[src/rtl/i2c_target_regs.sv]
// I2C target front end: oversampled SCL/SDA, START/STOP detection, address match and register write strobes.
// Define I2C_TARGET_READ_EN to add the read path (RDATA/RDATA_ACK); without it R/W=1 is NAKed.
module i2c_target_regs #(
    parameter logic [6:0] ADDR = 7'h70
) (
    input  logic       clk,
    input  logic       rst_n,
    input  logic       scl_in,
    input  logic       sda_in,
    output logic       sda_oe,
    output logic       wr_en,
    output logic [7:0] wr_addr,
    output logic [7:0] wr_data,
    output logic [7:0] rd_addr,
    input  logic [7:0] rd_data,
    output logic       busy
);
    typedef enum logic [3:0] {
        S_IDLE, S_ADDR, S_ADDR_ACK, S_SUB, S_SUB_ACK, S_WDATA, S_WDATA_ACK, S_IGNORE
`ifdef I2C_TARGET_READ_EN
        , S_RDATA, S_RDATA_ACK
`endif
    } state_t;

    state_t     state, state_n;
    logic [1:0] scl_sync, sda_sync;
    logic       scl_d, sda_d, scl, sda;
    logic       scl_rise, scl_fall, start, stop;
    logic [2:0] bit_cnt;
    logic [7:0] shift, sub_addr, byte_in;
    logic       last_bit, addr_ok, phase;
    logic       unused_bits;
`ifdef I2C_TARGET_READ_EN
    logic       rw;
`endif

    // Synchronizers reset to the idle-bus level so reset release creates no false START/STOP.
    always_ff @(posedge clk or negedge rst_n) begin
        if (!rst_n) begin
            scl_sync <= 2'b11;
            sda_sync <= 2'b11;
            scl_d    <= 1'b1;
            sda_d    <= 1'b1;
        end else begin
            scl_sync <= {scl_sync[0], scl_in};
            sda_sync <= {sda_sync[0], sda_in};
            scl_d    <= scl_sync[1];
            sda_d    <= sda_sync[1];
        end
    end

    assign scl      = scl_sync[1];
    assign sda      = sda_sync[1];
    assign scl_rise = scl & ~scl_d;
    assign scl_fall = ~scl & scl_d;
    assign start    = scl & scl_d & sda_d & ~sda;
    assign stop     = scl & scl_d & ~sda_d & sda;
    assign byte_in  = {shift[6:0], sda};
    assign last_bit = (bit_cnt == 3'd7);
    assign rd_addr  = sub_addr;
`ifdef I2C_TARGET_READ_EN
    assign addr_ok     = (byte_in[7:1] == ADDR);
    assign unused_bits = shift[7];
`else
    assign addr_ok     = (byte_in[7:1] == ADDR) && !byte_in[0];
    assign unused_bits = ^{shift[7], rd_data};
`endif

    always_ff @(posedge clk or negedge rst_n) begin
        if (!rst_n) state <= S_IDLE;
        else        state <= state_n;
    end

    // phase marks the second half of an ACK slot: set by the scl_fall that starts it.
    always_comb begin
        state_n = state;
        if (stop) begin
            state_n = S_IDLE;
        end else if (start) begin
            state_n = S_ADDR;
        end else begin
            case (state)
                S_ADDR:      if (scl_rise && last_bit) state_n = addr_ok ? S_ADDR_ACK : S_IGNORE;
`ifdef I2C_TARGET_READ_EN
                S_ADDR_ACK:  if (scl_fall && phase) state_n = rw ? S_RDATA : S_SUB;
`else
                S_ADDR_ACK:  if (scl_fall && phase) state_n = S_SUB;
`endif
                S_SUB:       if (scl_rise && last_bit) state_n = S_SUB_ACK;
                S_SUB_ACK:   if (scl_fall && phase) state_n = S_WDATA;
                S_WDATA:     if (scl_rise && last_bit) state_n = S_WDATA_ACK;
                S_WDATA_ACK: if (scl_fall && phase) state_n = S_WDATA;
`ifdef I2C_TARGET_READ_EN
                S_RDATA:     if (scl_rise && last_bit) state_n = S_RDATA_ACK;
                S_RDATA_ACK: begin
                    if (phase && scl_rise && sda) state_n = S_IGNORE;
                    else if (phase && scl_fall)   state_n = S_RDATA;
                end
`endif
                default: ;
            endcase
        end
    end

    always_ff @(posedge clk or negedge rst_n) begin
        if (!rst_n) begin
            sda_oe   <= 1'b0;
            wr_en    <= 1'b0;
            wr_addr  <= 8'h00;
            wr_data  <= 8'h00;
            busy     <= 1'b0;
            sub_addr <= 8'h00;
            shift    <= 8'h00;
            bit_cnt  <= 3'd0;
            phase    <= 1'b0;
`ifdef I2C_TARGET_READ_EN
            rw       <= 1'b0;
`endif
        end else begin
            wr_en <= 1'b0;
            if (start || stop) begin
                sda_oe  <= 1'b0;
                bit_cnt <= 3'd0;
                phase   <= 1'b0;
                if (stop) busy <= 1'b0;
            end else begin
                case (state)
                    S_ADDR, S_SUB, S_WDATA: if (scl_rise) begin
                        shift   <= byte_in;
                        bit_cnt <= bit_cnt + 3'd1;
                        if (last_bit) begin
                            if (state == S_ADDR && addr_ok) busy <= 1'b1;
`ifdef I2C_TARGET_READ_EN
                            if (state == S_ADDR) rw <= byte_in[0];
`endif
                            if (state == S_SUB) sub_addr <= byte_in;
                            if (state == S_WDATA) begin
                                wr_en    <= 1'b1;
                                wr_addr  <= sub_addr;
                                wr_data  <= byte_in;
                                sub_addr <= sub_addr + 8'd1;
                            end
                        end
                    end
                    S_ADDR_ACK, S_SUB_ACK, S_WDATA_ACK: if (scl_fall) begin
                        phase  <= ~phase;
                        sda_oe <= ~phase;
`ifdef I2C_TARGET_READ_EN
                        // The fall that ends a read-address ACK also presents the first data bit.
                        if (phase && state == S_ADDR_ACK && rw) begin
                            shift  <= rd_data;
                            sda_oe <= ~rd_data[7];
                        end
`endif
                    end
`ifdef I2C_TARGET_READ_EN
                    S_RDATA: begin
                        if (scl_fall) begin
                            shift  <= {shift[6:0], 1'b0};
                            sda_oe <= ~shift[6];
                        end
                        if (scl_rise) begin
                            bit_cnt <= bit_cnt + 3'd1;
                            if (last_bit) sub_addr <= sub_addr + 8'd1;
                        end
                    end
                    S_RDATA_ACK: begin
                        if (scl_fall) begin
                            phase <= ~phase;
                            if (phase) begin
                                shift  <= rd_data;
                                sda_oe <= ~rd_data[7];
                            end else begin
                                sda_oe <= 1'b0;
                            end
                        end else if (scl_rise && phase && sda) begin
                            phase <= 1'b0;
                        end
                    end
`endif
                    default: ;
                endcase
            end
        end
    end
endmodule

[config.mk]
export PLATFORM = sky130hd
export DESIGN_NAME = i2c_target_regs
export DESIGN_NICKNAME = d
export VERILOG_FILES = /design/src/rtl/i2c_target_regs.sv
export SDC_FILE = /design/constraint.sdc
export NUM_CORES = 1
export LEC_CHECK = 0
export ABC_AREA = 1
export CAP_MARGIN = 5
export CORE_ASPECT_RATIO = 1.75
export CORE_MARGIN = 4
export CORE_UTILIZATION = 25
export CTS_CLUSTER_SIZE = 20
export DETAILED_ROUTE_END_ITERATION = 12
export SYNTH_ARGS = -nofsm -noshare
export SYNTH_HDL_FRONTEND = slang
export SYNTH_SLANG_ARGS = --single-unit
export TNS_END_PERCENT = 1
[constraint.sdc]
create_clock -name clk -period 3.2 [get_ports clk]
set_clock_uncertainty 0.15 [all_clocks]
set_input_delay 0.48 -clock clk [delete_from_list [all_inputs] [get_ports clk]]
set_output_delay 0.48 -clock clk [all_outputs]
set_load 0.005 [all_outputs]
======== Yosys cells after proc, flatten, opt, wreduce, memory -nomap -nowiden ========
Index checks and enable logic that the tools add are counted.
W data, S select, Z words.
storage, ports and cells
  register bits after elaboration ......... 47
  input port bits ......................... 12
  output and inout port bits .............. 27
cells by class
  $add $sub $neg .......................... 2
  equal/unequal tests ..................... 14
  muxes and demuxes ....................... 28
  bitwise logic cells ..................... 13
  reductions and logical operators ........ 24
operator list
  cell                   number
  $mux W4                7
  $pmux W4 S5            1
  $mux W8                2
  $ne A4 B4 Y1 const B   4
  $reduce_and A5 Y1      3
  $mux W1                14
  $reduce_bool A2 Y1     7
  $eq A4 B3 Y1 const B   3
  $mux W3                4
  $add A8 B1 Y8 const B  1
  $eq A4 B2 Y1 const B   2
  $and A1 B1 Y1          7
  $eq A7 B7 Y1 const B   1
  $reduce_bool A7 Y1     1
  $not A1 Y1             6
  $reduce_and A6 Y1      1
  $reduce_or A3 Y1       2
  $eq A4 B1 Y1 const B   1
  $logic_and A1 B1 Y1    4
  $ne A4 B1 Y1 const B   1
  $reduce_and A2 Y1      2
  $add A3 B1 Y3 const B  1
  $eq A3 B3 Y1 const B   1
  $reduce_and A3 Y1      1
  other kinds (4)        4

======== Depth between registers and ports, before layout ========
  depth in word-level cells ............... 8
  mapped depth ............................ 9

======== Least setup slack after synthesis ========
No wires, ideal clock.
  kind .................................... flip-flop to flip-flop
  start point ............................. register bit_cnt[0]
  end point ............................... register sub_addr[3] (netlist: rd_addr[3])
  arrival ................................. 1289 ps
  slack ................................... 1644 ps
  cell stages (with the launch flop) ...... 9
  buffers on the path ..................... 0
  period minus slack after synthesis ...... 1556 ps
  cell sequence ........................... dfrtp_1 > ha_1 > ha_1 > nand2_2 > inv_1 > nand2_4 > clkinv_4 > a21oi_2 > nor2_1
on the way
  cells in the longest elaborated chain, start to end .. 2
RTL lines
  what                                RTL line  source
  start: declaration                  29        logic [2:0] bit_cnt;
  start signal: assignment            130       bit_cnt <= bit_cnt + 3'd1;
  $eq A3 B3 Y1                        59        assign last_bit = (bit_cnt == 3'd7);
  $reduce_and A5 Y1 (no source line)  --
  end signal: assignment              136       if (state == S_SUB) sub_addr <= byte_in;
  end signal: assignment              141       sub_addr <= sub_addr + 8'd1;
  end: declaration                    30        logic [7:0] shift, sub_addr, byte_in;
Every way passes these cells.
A chain may end at the register's enable or synchronous reset.

======== Worst setup path after layout ========
  start point ............................. register sub_addr[0] (netlist: rd_addr[0])
  end point ............................... output port rd_addr[0]
RTL lines
  what              RTL line  source
  end: declaration  14        output logic [7:0] rd_addr,
No word-level cell between the ends.

==> impl_metrics.csv <==
group,metric,value,unit
global_routing,grtUsageTotal,10.2,%
place,dp_slack,1.31,ns
floorplan,die-width,78.6,um
place,port_buffers,30,
critical_path,critPathCaptureType,"primary output",
global_routing,grt_overflow,0,
floorplan,rows,44,
critical_path,r2r-end,"wr_addr[3]",
logic_synthesis,synthAdderAreaFrac,1.72,%
place,gp_congestion,0.739,
logic_synthesis,avgSynthCellArea,9.04,um^2
clocking,htree_num_levels,2,
clocking,cts_root_buf,"clkbuf_16",
logic_synthesis,ys_seq_area_share,53.2,%
sta,setup_ws,1.27,ns
clocking,cts_tree,"yes",
sta,tightest_slew,0.610,ns
cells_and_area,antenna_cells,0,
clocking,post_cts_buffers,0,
critical_path,regToRegSetupSlack,1.32,ns
logic_synthesis,synth-compound-area-share,14.2,%
critical_path,crit_path_top_delay_cell,"clkdlybuf4s50_1",
floorplan,start_util,25.9,%
sta,rsz0062_at_grt,"no",
critical_path,crit_type,"reg2out",
cells_and_area,synthToLayoutAreaGrowth,26.0,%
place,dpl-instance-area,2580,um^2
drt,drc_errors,0,
clocking,cts_resized,0,
drt,vias,1660,
logic_synthesis,synthDistinctLibCells,26,
drt,antenna_left,0,
cells_and_area,layout.cells.non_filler,391,
power_and_ir_drop,p_leak,1.27,nW
drt,drt_pre_antenna_iters,4,
clocking,clk_latency,0.29,ns
critical_path,cpPeakStageDelay,0.55,ns
run,drv_cap,0,
sta,finalSetupViolCount,0,
power_and_ir_drop,ir_worst_vdd,0.311,mV
place,dpl.cell_count,383,
critical_path,required,2.57,ns
hold_path,hold_path_class,"in2async",
critical_path,cp_data_arrival_time,1.30,ns
sta,finalCriticalPeriod,1.93,ns
drt,drtIter0Drc,72,
global_routing,met3_usage,1.92,%
global_routing,grt_pass1_vias,1726,
clocking,tritoncts.num_buffers,5,
sta,fin_crit_sh,60.2,%
critical_path,cp-start-kind,"flop",
drt,viasPerCell,4.25,
logic_synthesis,synth_area,2180,um^2
critical_path,crit_buf_inv,1,
logic_synthesis,synth-xor-area-share,0.804,%
critical_path,cp_cell_sequence,"clkdlybuf4s50_1",
drt,wl_per_cell,11.9,um
logic_synthesis,synth_seq_cells,46,
global_routing,grt_pass1_wl,8.33,mm
logic_synthesis,ys.warnings.count,0,
cells_and_area,nets,290,
floorplan,die_h,131,um
sta,maxSlewHeadroom,59.4,%
global_routing,antenna_found_initial,0,
critical_path,crit-reg2reg-launch,"bit_cnt[0]",
critical_path,path_max_fanout,6,
global_routing,top_usage_layer,"met2",
floorplan,fp.dieArea,10300,um^2
sta,final_max_slew_viol_count,0,
clocking,clkSlewWorstSetupHoldPaths,0.06,ns
place,hpwl,3.52,mm
logic_synthesis,synthCells,241,
clocking,cts_hold_buf,0,
clocking,clock_sinks,46,
drt,wirelength,4.67,mm
logic_synthesis,syn_nets,256,
sta,max_freq,519,MHz
cells_and_area,drive_gt1_share,18.8,%
global_routing,use_met1,11.4,%
global_routing,grt_max_degree,31,
global_routing,use_met2,18.0,%
power_and_ir_drop,p_per_area,660,nW/um^2
clocking,cts_max_path_buffers,2,
outcome,status,"completed",
logic_synthesis,synthMuxAreaShare,0,%
logic_synthesis,synth_simple_gate_area_share,22.4,%
critical_path,cp_top_family,"buffers and inverters",
floorplan,ios,39,
sta,hold_violations,0,
cells_and_area,design_area,2750,um^2
sta,setup_tns,0,ns
critical_path,ff2ff_path_depth,7,
logic_synthesis,synth_top_family_by_area,"simple AND/OR/NAND/NOR gates",
floorplan,core_area,8420,um^2
## sequential cells by signal, summed over array words and instances, names as in the netlist
register / flops
wr_addr: 8
scl_sync: 2
phase: 1
scl_d: 1
wr_en: 1
sda_d: 1
busy: 1
rd_addr: 8
state: 3
shift: 7
sda_sync: 2
bit_cnt: 3
wr_data: 8
## layout by cell type (no fill, tap or decap), types with 2 or more instances in the layout
cell              n
dfrtp_1          40
clkinv_2          2
inv_2             5
o21ai_0           3
buf_4             2
clkdlybuf4s50_1  29
a21oi_2           2
nor3_1            3
inv_1            22
nand2_1          66
dfstp_2           6
xor2_1            2
clkbuf_16         5
a21oi_1           6
nand2_2           4
nor2_1           19
nor2_4            2
nand3_1          12
o21ai_1          16
o21ai_2          17
nand2_4           2
ha_1              3
## cells in the mapped netlist
master    instances  area, um^2
a21oi_1           6        30.0
a21oi_2           2        17.5
a31oi_1           1        6.26
buf_4             1        7.51
buf_6             4        45.0
clkinv_1          1        3.75
clkinv_4          1        8.76
dfrtp_1          40        1000
dfstp_2           6         158
ha_1              3        37.5
inv_1            22        82.6
inv_2             5        18.8
nand2_1          66         248
nand2_2           4        25.0
nand2_4           2        22.5
nand3_1          12        60.1
nand3_4           1        17.5
nand4_1           1        6.26
nor2_1           19        71.3
nor2_4            2        22.5
nor3_1            3        15.0
o211ai_2          1        12.5
o21ai_0           3        15.0
o21ai_1          16        80.1
o21ai_2          17         149
xor2_1            2        17.5
## per-stage QoR
step	hold WS [ns]	util (%)	power, mW
6_report	0.0477	32.6	1.81
5_1_grt	0.108	32.6	1.93
4_1_cts	0.0710	32.6	1.84
3_5_place_dp	0.199	30.6	1.24
3_3_place_gp	0.196	30.6	1.22
2_1_floorplan	0.0344	-	1.12
## power breakdown
group | leakage (nW) | internal [mW] | switching (mW)
clock network | 0.0836 | 0.366 | 0.220
registers | 0.605 | 0.671 | 0.0949
logic | 0.579 | 0.161 | 0.299
total | 1.27 | 1.20 | 0.614
## how the worst max path moves through the flow
stage	startpoint	to	depth (start not counted)
4_1_cts	rd_addr[4]	rd_addr[4]	1
3_3_place_gp	bit_cnt[0]	wr_addr[6]	7
2_1_floorplan	bit_cnt[0]	rd_addr[3]	8
6_report	rd_addr[0]	rd_addr[0]	1
5_1_grt	bit_cnt[0]	wr_data[7]	7
3_5_place_dp	bit_cnt[0]	wr_addr[3]	7
## cell type report
type | instances | area [um^2]
sequential | 46 | 1160
timing repair buffer | 32 | 310
fill | 873 | 5680
tap | 115 | 144
inverter | 29 | 114
clock inverter | 3 | 40.0
clock buffer | 5 | 125
multi-input combinational | 161 | 853
## cells by family (layout without fill, tap and decap cells)
family / Yosys count / count (layout)
compound gates: 46 / 46
buf+inv: 34 / 69
xor+xnor: 2 / 2
flops: 46 / 46
fa+ha+maj: 3 / 3
simple gates: 110 / 110
## layer usage
| layer | vias up | wire, um |
|---|---|---|
| li1 | 837 | - |
| met1 | 785 | 1860 |
| met2 | 30 | 2550 |
| met3 | 8 | 136 |
| met4 | 0 | 114 |
| met5 | - | 0 |
Power figures use the tool's default switching activity.
